File: src/rtl/fe_frame_builder.sv
// rtl/fe_frame_builder.sv - frames 24-bit upstream records into SOF / 3 data bytes per record / EOF symbols
module fe_frame_builder #(
  parameter int         WORDS_PER_FRAME = 4,
  parameter logic [7:0] K_IDLE          = 8'h3C,
  parameter logic [7:0] K_SOF           = 8'hFC,
  parameter logic [7:0] K_EOF           = 8'hBC
) (
  input  logic        clkread,
  input  logic        reset_n,
  input  logic        data_rdy,
  input  logic [23:0] din,
  output logic        read,
  input  logic        byte_en,
  output logic [7:0]  byte_out,
  output logic        k_out,
  output logic        frame_active,
  output logic [7:0]  word_cnt
);

  localparam logic [7:0] MAX_CNT = 8'(WORDS_PER_FRAME);

  typedef enum logic [2:0] {
    ST_IDLE,
    ST_SOF,
    ST_B1,
    ST_B2,
    ST_B3
  } state_t;

  state_t      state_q, state_d;
  logic [7:0]  byte_q, byte_d;
  logic        k_q, k_d;
  logic        read_q, read_d;
  logic        latch_q, latch_d;
  logic        fetched_q, fetched_d;
  logic        fa_q, fa_d;
  logic [7:0]  cnt_q, cnt_d;
  logic [23:0] wbuf_q, wbuf_d;
  logic [7:0]  cnt_inc;

  always_comb begin
    state_d   = state_q;
    byte_d    = byte_q;
    k_d       = k_q;
    read_d    = 1'b0;
    fetched_d = fetched_q;
    fa_d      = fa_q;
    cnt_d     = cnt_q;
    cnt_inc   = (cnt_q < MAX_CNT) ? cnt_q + 8'd1 : cnt_q;
    // upstream presents din one cycle after read; capture it one cycle later still
    latch_d   = read_q;
    wbuf_d    = latch_q ? din : wbuf_q;

    if (byte_en) begin
      case (state_q)
        ST_IDLE: begin
          k_d = 1'b1;
          if (data_rdy) begin
            byte_d    = K_SOF;
            fa_d      = 1'b1;
            cnt_d     = 8'd0;
            read_d    = 1'b1;
            fetched_d = 1'b1;
            state_d   = ST_SOF;
          end else begin
            byte_d = K_IDLE;
            fa_d   = 1'b0;
          end
        end
        ST_SOF, ST_B3: begin
          if (state_q == ST_SOF || (fetched_q && data_rdy && cnt_q < MAX_CNT)) begin
            byte_d  = wbuf_q[23:16];
            k_d     = 1'b0;
            state_d = ST_B1;
          end else begin
            // frame_active stays high through the EOF symbol and drops on the next strobe
            byte_d  = K_EOF;
            k_d     = 1'b1;
            state_d = ST_IDLE;
          end
        end
        ST_B1: begin
          byte_d  = wbuf_q[15:8];
          k_d     = 1'b0;
          state_d = ST_B2;
        end
        ST_B2: begin
          byte_d    = wbuf_q[7:0];
          k_d       = 1'b0;
          cnt_d     = cnt_inc;
          read_d    = data_rdy && (cnt_inc < MAX_CNT);
          fetched_d = read_d;
          state_d   = ST_B3;
        end
        default: begin
          state_d = ST_IDLE;
        end
      endcase
    end
  end

  always_ff @(posedge clkread or negedge reset_n) begin
    if (!reset_n) begin
      state_q   <= ST_IDLE;
      byte_q    <= K_IDLE;
      k_q       <= 1'b1;
      read_q    <= 1'b0;
      latch_q   <= 1'b0;
      fetched_q <= 1'b0;
      fa_q      <= 1'b0;
      cnt_q     <= 8'd0;
      wbuf_q    <= 24'd0;
    end else begin
      state_q   <= state_d;
      byte_q    <= byte_d;
      k_q       <= k_d;
      read_q    <= read_d;
      latch_q   <= latch_d;
      fetched_q <= fetched_d;
      fa_q      <= fa_d;
      cnt_q     <= cnt_d;
      wbuf_q    <= wbuf_d;
    end
  end

  assign read         = read_q;
  assign byte_out     = byte_q;
  assign k_out        = k_q;
  assign frame_active = fa_q;
  assign word_cnt     = cnt_q;

endmodule

File: config.mk
export PLATFORM = sky130hd
export DESIGN_NAME = fe_frame_builder
export DESIGN_NICKNAME = d
export VERILOG_FILES = /design/src/rtl/fe_frame_builder.sv
export SDC_FILE = /design/constraint.sdc
export NUM_CORES = 1
export LEC_CHECK = 0
export ABC_AREA = 1
export CAP_MARGIN = 20
export CORE_ASPECT_RATIO = 1.5
export CORE_MARGIN = 10
export CORE_UTILIZATION = 50
export CTS_CLUSTER_DIAMETER = 30
export DETAILED_ROUTE_END_ITERATION = 8
export PLACE_DENSITY = 0.79
export SLEW_MARGIN = 10
export SYNTH_ARGS = -nofsm -noshare
export SYNTH_HDL_FRONTEND = slang
export SYNTH_SLANG_ARGS = --single-unit
File: constraint.sdc
create_clock -name clkread -period 1.6 [get_ports clkread]
set_input_delay 0.24 -clock clkread [delete_from_list [all_inputs] [get_ports clkread]]
set_output_delay 0.24 -clock clkread [all_outputs]
set_load 0.01 [all_outputs]
==> impl_metrics.csv <==
group,metric,value,unit
logic_synthesis,synthCells,233,
logic_synthesis,synth_mux_area_frac,0.0772,
power_and_ir_drop,irDropWorstVdd,0.00117,V
logic_synthesis,syn_area,2190,µm²
cts,post-cts-setup-buffers,0,
critical_path,crit_family,"buffers and inverters",
job,maxCapViolations,0,
logic_synthesis,yosysMostFrequentCell,"nand2_1",
timing,fmax,666,MHz
timing,min_period_over_period,0.938,
timing,holdWs,0.403,ns
logic_synthesis,synth_top_family_by_area,"simple AND/OR/NAND/NOR gates",
cts,path_clk_slew,0.09,ns
logic_synthesis,synthXorXnorAreaFrac,0,
critical_path,critical_path_arrival,1.26,ns
critical_path,worstPathRequired,1.36,ns
power_and_ir_drop,p_total,4.97,mW
final_layout,finalNonFillerCells,336,
logic_synthesis,synth_common_cells,"nand2_1 (56), dfrtp_1 (43), inv_1 (28), nor2_1 (18), o21ai_0 (17)",
drt,routedWlPerCell,14.7,µm
run_status,status,"finished, final reports clean",
cts,cts_tree,"built",
critical_path,rr_endpoint,"byte_out[2]",
timing,setup_tns,0,ns
timing,setup-violations-final,0,
cts,cts_sinks,48,
cts,htreeDepth,2,
floorplanning,die-area,7480,µm²
cts,cts_inserted_buffers,5,
logic_synthesis,ys_seq_area_frac,0.552,
timing,hold_viol_final,0,
critical_path,crit_chain,"clkdlybuf4s50_1",
power_and_ir_drop,p_int,3.33,mW
drt,vias,1742,
power_and_ir_drop,combinationalPowerShare,0.354,
critical_path,critPathBufInv,1,
floorplanning,design.core.area,4250,µm²
critical_path,startpoint_type,"register",
timing,finalMaxSlewViolations,0,
cts,clk_latency,0.30,ns
timing,fin_worst_skew,0.00450,ns
power_and_ir_drop,pwr-share-seq,0.410,
placed_design,post-place-cells,327,
logic_synthesis,synth.largest_area_cell,"dfrtp_1",
drt,drc,0,
logic_synthesis,synth-compound-area-share,0.0783,
placed_design,dp_hpwl,3790,µm
global_routing,grt_pass1_vias,1838,
floorplanning,pin_count,47,
critical_path,reg2reg_slack,0.20,ns
global_routing,grt-ovfl-total,0,
timing,period_minus_slack,1.50,ns
final_layout,stdcell_area,2900,µm²
global_routing,antenna_found_initial,0,
logic_synthesis,ys_types,26,
logic_synthesis,syn_area_per_cell,9.39,µm²
cts,clock_path_buffers,2,
logic_synthesis,ys_ff_latch,48,
floorplanning,num_rows,29,
power_and_ir_drop,power.share.clock,0.236,
critical_path,rr_worst_depth,7,
logic_synthesis,synth_ff_type,"dfrtp_1",
global_routing,grt_max_degree,49,
cts,clock-root-buffer,"clkbuf_8",
critical_path,slowest_delay,0.56,ns
power_and_ir_drop,p_sw_frac,0.331,
floorplanning,die_h,101,µm
hold_path,whs_path_depth,0,
global_routing,grt.total_usage,0.139,
final_layout,drive_gt1_frac,0.197,
timing,rsz0062_at_grt,"false",
timing,worst_pin_slew,0.279,ns
drt,first_iter_violations,106,
power_and_ir_drop,power_density,1710,nW/µm²
critical_path,rr_startpoint,"state_q[0]",
drt,first_pass_iters,4,
hold_path,holdPathEnd,"latch_q",
timing,slew_headroom,0.812,
placed_design,place_congestion,0.891,
floorplanning,die_x,74.0,µm
critical_path,crit_type,"register to primary output",
drt,vias_per_cell,5.18,
final_layout,nets,318,
logic_synthesis,synth.net_count,262,
global_routing,grt_pass1_wl,8290,µm
critical_path,cp_max_fo,4,
logic_synthesis,synthSimpleGateAreaFrac,0.216,
logic_synthesis,async_flop_share,1.00,
logic_synthesis,synth_enable_flop_cells,0,
drt,antenna_left,0,
power_and_ir_drop,leakagePower,1.38,nW
drt,drt_wl_total,4950,µm
logic_synthesis,synth_fa_ha_area_frac,0.00572,
floorplanning,start_util,0.515,
power_and_ir_drop,switching_power,1.65,mW
final_layout,area_growth,32.6,%
final_layout,n_antenna_cell,0,
logic_synthesis,ys_top_cells_by_area,"dfrtp_1 (49%), nand2_1 (9.6%), mux2_2 (7.7%), dfstp_2 (6.0%), inv_1 (4.8%)",
placed_design,portBuffers,46,
logic_synthesis,yosysTopAreaCellShare,0.492,
placed_design,dpl_cell_area,2730,µm²
critical_path,critPathSlowestCell,"clkdlybuf4s50_1",
hold_path,min-delay-start,"read",
critical_path,end_kind,"primary output",
hold_path,hp-class,"register to register",
logic_synthesis,synth_warnings,0,
-- state kept, by name, summed over array words and instances (netlist names) --
name          count
latch_q           1
read              1
word_cnt          8
state_q           3
wbuf_q           24
k_out             1
fetched_q         1
frame_active      1
byte_out          8
-- what timing repair did --
action | 4_1_cts | 5_1_grt
resized for setup | 5 | 3
endpoints found under the hold margin | 43 | 0
endpoints found under the setup margin | 5 | 5
hold buffers | 1 | 0
-- layout by cell type, fill, tap and decap left out, types with 6 or more instances in the layout --
cell type	instances
nand3_1	11
nor2_1	18
a21oi_1	6
o21ai_0	17
dfrtp_1	42
inv_1	27
buf_4	7
clkdlybuf4s50_1	40
nand2_1	56
mux2_2	15
-- how the worst max path moves through the flow --
stage                            from          end  slack, ns  cells after the start
after floorplan            state_q[0]  word_cnt[0]       0.32                      8
after global placement        byte_en  byte_out[2]       0.09                      7
after detailed placement      byte_en  byte_out[2]       0.07                      7
after CTS                 word_cnt[0]  word_cnt[0]       0.04                      1
after global routing      word_cnt[5]  word_cnt[5]       0.03                      1
final                     word_cnt[3]  word_cnt[3]        0.1                      1
-- metrics by stage --
step,setup slack [ns],util
after detailed placement,0.0654,0.644
after global placement,0.0866,0.644
after floorplan,0.325,-
final,0.0994,0.684
after CTS,0.0355,0.682
after global routing,0.0312,0.684
-- metal layers --
metal,up-vias,global-route usage,share of wire
li1,859,-,-
met1,831,0.158,0.40
met2,41,0.222,0.51
met3,11,0.0483,0.071
met4,0,0.0734,0.023
met5,-,0,0
-- kinds of logic (layout without fill, tap and decap cells) --
family	count (synthesis)	after routing
multiplexers	15	15
AND/OR/NAND/NOR	101	101
AO/OA/AOI/OAI	31	31
flip-flops	48	48
buffers and inverters	37	94
adder cells (fa/ha/maj)	1	1
-- final cells by class --
cell class	instances	area [µm²]
clock buffers	5	68.8
clock inverters	3	90.1
fillers	344	1340
inverters	31	116
multi-input cells	148	830
flip-flops and latches	48	1210
well taps	46	57.6
repair buffers	55	532
-- power groups by stage --
stage | logic [mW] | clock network, mW | registers, mW
floorplan | 1.13 | 0 | 2.04
global placement | 1.75 | 0 | 2.05
detailed placement | 1.79 | 0 | 2.06
CTS | 1.77 | 1.19 | 2.04
global route | 1.97 | 1.24 | 2.10
finish | 1.76 | 1.17 | 2.04
Power figures use the tool's default switching activity.
